===== src/rtl/i2c_line_conditioner_if.sv =====
// ============================================================================
//  Module      : i2c_line_conditioner_if
//  Description : Signal bundle between the open-drain SDA/SCL pads, the I2C
//                master, and the line conditioner that sits between them.
//  Revision    : 1.0 - initial release
// ============================================================================
`default_nettype none
`timescale 1ns/1ps

interface i2c_line_conditioner_if;
   // pad side
   logic sda_pad_in;
   logic scl_pad_in;
   logic sda_oe;
   logic scl_oe;
   // master side
   logic master_sda_out;
   logic master_scl_out;
   logic sda_in;
   logic scl_in;
   // bus status
   logic start_det;
   logic stop_det;
   logic bus_busy;
   logic scl_stretching;
   logic scl_stuck;
   logic clear_flags;

   // The conditioner itself
   modport slave (
      input  sda_pad_in, scl_pad_in, master_sda_out, master_scl_out, clear_flags,
      output sda_oe, scl_oe, sda_in, scl_in, start_det, stop_det, bus_busy,
             scl_stretching, scl_stuck
   );

   // The I2C master / pad environment driving the conditioner
   modport master (
      output sda_pad_in, scl_pad_in, master_sda_out, master_scl_out, clear_flags,
      input  sda_oe, scl_oe, sda_in, scl_in, start_det, stop_det, bus_busy,
             scl_stretching, scl_stuck
   );
endinterface

`default_nettype wire


===== src/rtl/i2c_line_conditioner.sv =====
// ============================================================================
//  Module      : i2c_line_conditioner
//  Description : Synchronizes and glitch-filters the SDA/SCL pads, turns the
//                master's line levels into open-drain pull-down enables,
//                detects START/STOP to track bus occupancy, and flags SCL
//                clock stretching and a stuck-low SCL after a timeout.
//  Revision    : 1.0 - initial release
// ============================================================================
`default_nettype none
`timescale 1ns/1ps

module i2c_line_conditioner #(
   parameter int FILTER_LEN     = 3,
   parameter int TIMEOUT_CYCLES = 50000
) (
   input  wire logic             clk,
   input  wire logic             reset_n,
   input  wire logic             sync_reset,
   i2c_line_conditioner_if.slave bus
);

   // Counter value at which a differing sample is accepted
   localparam logic [3:0]  c_FILTER_LAST  = 4'(FILTER_LEN - 1);
   // Counter value one cycle before the timeout is reached
   localparam logic [15:0] c_TIMEOUT_LAST = 16'(TIMEOUT_CYCLES - 1);
   localparam logic [15:0] c_TIMEOUT_MAX  = 16'(TIMEOUT_CYCLES);

   // Index 0 is SDA, index 1 is SCL throughout
   logic [1:0] r_sync1;
   logic [1:0] r_sync2;
   logic [1:0] r_filt;
   logic [3:0] r_fcnt [2];

   logic       r_sda_d;
   logic       r_scl_d;
   logic       r_start_det;
   logic       r_stop_det;
   logic       r_bus_busy;
   logic       r_sda_oe;
   logic       r_scl_oe;
   logic       r_scl_stretching;
   logic       r_scl_stuck;
   logic [15:0] r_to_cnt;

   logic       w_start;
   logic       w_stop;
   logic       w_stuck_set;

   // Two-flop synchronizer on both raw pad levels; idle bus level is 1
   always_ff @(posedge clk or negedge reset_n) begin
      if (!reset_n) begin
         r_sync1 <= 2'b11;
         r_sync2 <= 2'b11;
      end else if (sync_reset) begin
         r_sync1 <= 2'b11;
         r_sync2 <= 2'b11;
      end else begin
         r_sync1 <= {bus.scl_pad_in, bus.sda_pad_in};
         r_sync2 <= r_sync1;
      end
   end

   generate
      for (genvar i = 0; i < 2; i++) begin : g_filter
         // Accept a new level only after FILTER_LEN consecutive differing samples
         always_ff @(posedge clk or negedge reset_n) begin
            if (!reset_n) begin
               r_filt[i] <= 1'b1;
               r_fcnt[i] <= 4'd0;
            end else if (sync_reset) begin
               r_filt[i] <= 1'b1;
               r_fcnt[i] <= 4'd0;
            end else if (r_sync2[i] == r_filt[i]) begin
               r_fcnt[i] <= 4'd0;
            end else if (r_fcnt[i] == c_FILTER_LAST) begin
               r_filt[i] <= ~r_filt[i];
               r_fcnt[i] <= 4'd0;
            end else begin
               r_fcnt[i] <= r_fcnt[i] + 4'd1;
            end
         end
      end
   endgenerate

   // SDA edge while SCL is high and steady; requiring scl_d == scl_in == 1
   // also rejects SDA and SCL changing on the same cycle
   assign w_start = r_sda_d & ~r_filt[0] & r_scl_d & r_filt[1];
   assign w_stop  = ~r_sda_d & r_filt[0] & r_scl_d & r_filt[1];

   // Registered drive enables, condition pulses and bus occupancy
   always_ff @(posedge clk or negedge reset_n) begin
      if (!reset_n) begin
         r_sda_d     <= 1'b1;
         r_scl_d     <= 1'b1;
         r_start_det <= 1'b0;
         r_stop_det  <= 1'b0;
         r_bus_busy  <= 1'b0;
         r_sda_oe    <= 1'b0;
         r_scl_oe    <= 1'b0;
      end else if (sync_reset) begin
         r_sda_d     <= 1'b1;
         r_scl_d     <= 1'b1;
         r_start_det <= 1'b0;
         r_stop_det  <= 1'b0;
         r_bus_busy  <= 1'b0;
         r_sda_oe    <= 1'b0;
         r_scl_oe    <= 1'b0;
      end else begin
         r_sda_d     <= r_filt[0];
         r_scl_d     <= r_filt[1];
         r_start_det <= w_start;
         r_stop_det  <= w_stop;
         r_sda_oe    <= ~bus.master_sda_out;
         r_scl_oe    <= ~bus.master_scl_out;
         if (w_start) begin
            r_bus_busy <= 1'b1;
         end else if (w_stop) begin
            r_bus_busy <= 1'b0;
         end
      end
   end

   // Sticky flag sets on the cycle the counter reaches the timeout value
   assign w_stuck_set = r_scl_stretching && (r_to_cnt == c_TIMEOUT_LAST);

   // Stretch detect, saturating low-time counter and sticky stuck flag
   always_ff @(posedge clk or negedge reset_n) begin
      if (!reset_n) begin
         r_scl_stretching <= 1'b0;
         r_to_cnt         <= 16'd0;
         r_scl_stuck      <= 1'b0;
      end else if (sync_reset) begin
         r_scl_stretching <= 1'b0;
         r_to_cnt         <= 16'd0;
         r_scl_stuck      <= 1'b0;
      end else begin
         r_scl_stretching <= ~r_scl_oe & ~r_filt[1];
         if (!r_scl_stretching) begin
            r_to_cnt <= 16'd0;
         end else if (r_to_cnt != c_TIMEOUT_MAX) begin
            r_to_cnt <= r_to_cnt + 16'd1;
         end
         // A set on the same cycle as a clear request wins
         if (w_stuck_set) begin
            r_scl_stuck <= 1'b1;
         end else if (bus.clear_flags) begin
            r_scl_stuck <= 1'b0;
         end
      end
   end

   assign bus.sda_oe         = r_sda_oe;
   assign bus.scl_oe         = r_scl_oe;
   assign bus.sda_in         = r_filt[0];
   assign bus.scl_in         = r_filt[1];
   assign bus.start_det      = r_start_det;
   assign bus.stop_det       = r_stop_det;
   assign bus.bus_busy       = r_bus_busy;
   assign bus.scl_stretching = r_scl_stretching;
   assign bus.scl_stuck      = r_scl_stuck;

endmodule

`default_nettype wire


===== src/flat_wrapper.sv =====
// flat-port wrapper written by rule: the top's interface ports become plain ports
module i2c_line_conditioner_flat 
#(
   parameter int FILTER_LEN     = 3,
   parameter int TIMEOUT_CYCLES = 50000
)
  (clk, reset_n, sync_reset, bus_sda_pad_in, bus_scl_pad_in, bus_master_sda_out, bus_master_scl_out, bus_clear_flags, bus_sda_oe, bus_scl_oe, bus_sda_in, bus_scl_in, bus_start_det, bus_stop_det, bus_bus_busy, bus_scl_stretching, bus_scl_stuck);
  i2c_line_conditioner_if bus_i ();
  input  wire logic clk;
  input  wire logic reset_n;
  input  wire logic sync_reset;
  input wire logic [$bits(bus_i.sda_pad_in)-1:0] bus_sda_pad_in;
  input wire logic [$bits(bus_i.scl_pad_in)-1:0] bus_scl_pad_in;
  input wire logic [$bits(bus_i.master_sda_out)-1:0] bus_master_sda_out;
  input wire logic [$bits(bus_i.master_scl_out)-1:0] bus_master_scl_out;
  input wire logic [$bits(bus_i.clear_flags)-1:0] bus_clear_flags;
  output wire logic [$bits(bus_i.sda_oe)-1:0] bus_sda_oe;
  output wire logic [$bits(bus_i.scl_oe)-1:0] bus_scl_oe;
  output wire logic [$bits(bus_i.sda_in)-1:0] bus_sda_in;
  output wire logic [$bits(bus_i.scl_in)-1:0] bus_scl_in;
  output wire logic [$bits(bus_i.start_det)-1:0] bus_start_det;
  output wire logic [$bits(bus_i.stop_det)-1:0] bus_stop_det;
  output wire logic [$bits(bus_i.bus_busy)-1:0] bus_bus_busy;
  output wire logic [$bits(bus_i.scl_stretching)-1:0] bus_scl_stretching;
  output wire logic [$bits(bus_i.scl_stuck)-1:0] bus_scl_stuck;
  assign bus_i.sda_pad_in = bus_sda_pad_in;
  assign bus_i.scl_pad_in = bus_scl_pad_in;
  assign bus_i.master_sda_out = bus_master_sda_out;
  assign bus_i.master_scl_out = bus_master_scl_out;
  assign bus_i.clear_flags = bus_clear_flags;
  assign bus_sda_oe = bus_i.sda_oe;
  assign bus_scl_oe = bus_i.scl_oe;
  assign bus_sda_in = bus_i.sda_in;
  assign bus_scl_in = bus_i.scl_in;
  assign bus_start_det = bus_i.start_det;
  assign bus_stop_det = bus_i.stop_det;
  assign bus_bus_busy = bus_i.bus_busy;
  assign bus_scl_stretching = bus_i.scl_stretching;
  assign bus_scl_stuck = bus_i.scl_stuck;
  i2c_line_conditioner #(.FILTER_LEN(FILTER_LEN), .TIMEOUT_CYCLES(TIMEOUT_CYCLES)) u_core (.clk(clk), .reset_n(reset_n), .sync_reset(sync_reset), .bus(bus_i));
endmodule

===== config.mk =====
export PLATFORM = sky130hd
export DESIGN_NAME = i2c_line_conditioner_flat
export DESIGN_NICKNAME = d
export VERILOG_FILES = /design/src/rtl/i2c_line_conditioner_if.sv /design/src/rtl/i2c_line_conditioner.sv /design/src/flat_wrapper.sv
export SDC_FILE = /design/constraint.sdc
export NUM_CORES = 1
export LEC_CHECK = 0
export CORE_ASPECT_RATIO = 1.25
export CORE_MARGIN = 1
export CORE_UTILIZATION = 35
export CTS_CLUSTER_SIZE = 16
export DETAILED_ROUTE_END_ITERATION = 16
export PLACE_DENSITY = 0.5
export SYNTH_ARGS = -nofsm -noshare
export SYNTH_HDL_FRONTEND = slang
export SYNTH_SLANG_ARGS = --single-unit

===== constraint.sdc =====
create_clock -name clk -period 3.9 [get_ports clk]
set_clock_uncertainty 0.05 [all_clocks]
set_input_delay 0.78 -clock clk [delete_from_list [all_inputs] [get_ports clk]]
set_output_delay 0.78 -clock clk [all_outputs]
set_load 0.005 [all_outputs]

==> flow_metrics.py <==
metrics = {
    "status": {
        "status": "finished clean",
    },
    "pwr": {
        "p_total_uw": 835.7,
        "max-vdd-ir-drop_v": 0.0002117,
        "power_density_mw_per_mm2": 394.1,
        "power.leakage_nw": 0.9000,
    },
    "cts": {
        "clk_path_buf_depth": 2,
        "root_buffer": "clkbuf_8",
        "cts.clk_slew.worst_paths_ps": 80,
        "htreeDepth": 2,
        "cts_hold_buf": 0,
        "cts_resized": 0,
        "clkSinkCount": 39,
        "cts_tree": "yes",
        "post_cts_buffers": 0,
        "cts_buffers": 5,
        "clk_latency_ps": 290,
    },
    "min_path": {
        "hold_class": "reg2reg",
        "worstHoldStart": "u_core.bus.scl_oe",
        "worst_hold_path.num_cells": 1,
        "holdPathEnd": "u_core.bus.scl_stretching",
    },
    "die": {
        "fp.dieH_um": 81.69,
        "core_sq_mm": 0.004800,
        "row_count": 28,
        "boundaryPins": 17,
        "dieWidth_um": 65.75,
        "start_util": 0.3704,
        "die-area_sq_mm": 0.005371,
    },
    "critical_path": {
        "critPathRequiredTime_ps": 3070,
        "startpoint_type": "flip-flop",
        "ff2ff_path_depth": 6,
        "critPathMaxStageDelay_ps": 590,
        "path_max_fanout": 6,
        "end_kind": "primary output",
        "worstSetupPathType": "reg2out",
        "ff2ff_setup_slack_ps": 2180,
        "reg2reg_from": "u_core.r_to_cnt[0]",
        "worstReg2RegEnd": "u_core.r_to_cnt[9]",
        "path_buf_inv": 1,
        "cpLargestDelayFamily": "flip-flops",
        "worstPathCellList": "clkdlybuf4s50_1",
        "cp_slowest_cell": "dfstp_2",
        "arrival_ps": 1400,
    },
    "logic_synthesis": {
        "yosys.area.top_type": "dfrtp_1",
        "synth_cells": 161,
        "ys.flop_type": "dfrtp_1",
        "ys_ff_latch": 39,
        "netlist.area_leader.share": 0.4363,
        "post-synth-top-count-cell": "dfrtp_1",
        "syn-num-nets": 175,
        "synth.area.top_cells": "dfrtp_1 44%, dfstp_2 12%, nor2_1 5.3%, xor2_1 4.9%, ha_1 4.2%",
        "yosys_warnings": 0,
        "ys_seq_area_frac": 0.5545,
        "synth_cell_types": 36,
        "async_flop_share": 1.000,
        "syn_area_per_cell_sq_um": 11.04,
        "synth-edff-count": 0,
        "synth_area_sq_mm": 0.001778,
        "synth_common_cells": "31 x dfrtp_1, 25 x nor2_1, 12 x nand3_1",
    },
    "grt": {
        "grt_start_max_net_pins": 40,
        "grt_overflow": 0,
        "grt_pass1_vias": 1288,
        "gr-usage-all-layers": 0.1472,
        "grt_pass1_wl_um": 5865,
        "antenna_found_initial": 0,
    },
    "sta": {
        "drv_slew": 0,
        "fin_ws_ps": 1673,
        "maxSlewHeadroom": 0.4246,
        "max_freq_ghz": 0.4490,
        "period_needed_ps": 2227,
        "hold_viol": 0,
        "tns_ps": 0,
        "hold-worst-slack_ps": 383.7,
        "rsz0062_at_grt": "no",
        "setup_viol": 0,
        "worst_slew_pin_slew_ps": 863.1,
        "fin_crit_sh": 0.5710,
    },
    "route": {
        "avgViaCountPerCell": 4.892,
        "drc": 0,
        "drtIter0Drc": 21,
        "vias": 1179,
        "routedWlPerCell_um": 13.73,
        "routed_wl_um": 3310,
        "ant_nets": 0,
        "firstDrtPassIters": 4,
    },
    "placement": {
        "port_buffers": 16,
        "placed_area_sq_mm": 0.001984,
        "gp_congestion": 0.7925,
        "dp_worst_setup_slack_ps": 1387,
        "dp.final_hpwl_um": 2338,
    },
    "final_layout": {
        "diodes": 0,
        "layout-drive-gt1-share": 0.1602,
        "fin_nets": 194,
        "final_area_sq_mm": 0.002121,
        "syn2layout_area_growth_pct": 19.28,
    },
    "flow_run": {
        "cap_violations": 0,
    },
}
==> per-layer routing <==
metal / vias up / routed length (um) / track usage
met5: - / 0 / 0
met4: 0 / 28 / 0.05217
met3: 4 / 142 / 0.04583
met2: 25 / 1682 / 0.2541
met1: 569 / 1457 / 0.1702
li1: 581 / - / -
==> cells by family (layout without fill, tap and decap cells) <==
group | count (synthesis) | count (layout) | synth area share
XOR/XNOR | 17 | 17 | 0.08374
buffers and inverters | 10 | 30 | 0.02604
multiplexers | 1 | 1 | 0.005630
flip-flops | 39 | 39 | 0.5545
adder cells (fa/ha/maj) | 6 | 6 | 0.04222
AND/OR/NAND/NOR | 75 | 75 | 0.2386
AO/OA/AOI/OAI | 13 | 13 | 0.04926
==> flip-flops by register name, summed over array words and instances, names as in the netlist, 2 cells and up <==
| signal | flops |
|---|---|
| u_core.r_sync1 | 2 |
| u_core.r_sync2 | 2 |
| u_core.r_to_cnt | 16 |
| u_core.r_fcnt | 8 |
==> how the worst max path moves through the flow <==
| stage | cells after the start | slack (ps) | startpoint | end |
|---|---|---|---|---|
| 2_1_floorplan | 6 | 2390 | u_core.r_to_cnt[0] | u_core.r_to_cnt[14] |
| 3_3_place_gp | 4 | 1590 | sync_reset | u_core.r_to_cnt[9] |
| 3_5_place_dp | 4 | 1390 | sync_reset | u_core.r_to_cnt[9] |
| 4_1_cts | 1 | 1650 | u_core.bus.scl_in | bus_scl_in |
| 5_1_grt | 4 | 1460 | sync_reset | u_core.r_to_cnt[9] |
| 6_report | 1 | 1670 | u_core.bus.scl_in | bus_scl_in |
==> metrics by stage <==
| step | cells | util |
|---|---|---|
| floorplan | 161 | - |
| detailed placement | 233 | 0.4135 |
| global route | 241 | 0.4419 |
| finish | 241 | 0.4419 |
| global placement | 233 | 0.4135 |
| CTS | 241 | 0.4419 |
==> power by group <==
part | total (mW) | leakage, nW | switching, mW | internal (mW)
clock network | 0.399 | 0.0644 | 0.144 | 0.255
logic | 0.0246 | 0.321 | 0.0136 | 0.0110
registers | 0.412 | 0.515 | 0.00223 | 0.410
==> cell type report <==
| cell class | count | area, sq um |
|---|---|---|
| clock buffers | 5 | 68.82 |
| clock inverters | 3 | 67.56 |
| fillers | 450 | 2679 |
| inverters | 6 | 22.52 |
| multi-input cells | 112 | 745.7 |
| flip-flops and latches | 39 | 985.9 |
| well taps | 60 | 75.07 |
| repair buffers | 16 | 155.1 |
==> placed cells by master (no fill, tap or decap), drive strengths merged, types with 2 or more instances in the layout <==
cell type and instances:
and3 3, dfstp 8, nand4 3, and4 2, xnor2 7, or3 4
nor2b 3, dfrtp 31, or2 6, clkbuf 5, o21ai 3, inv 6
a211o 2, o41ai 2, nand3 12, nor2 25, ha 6, nor3b 2
nand2b 2, xor2 10, bufinv 2, nand2 7, clkdlybuf4s50 15, a21oi 3
(Power assumes the default switching activity.)
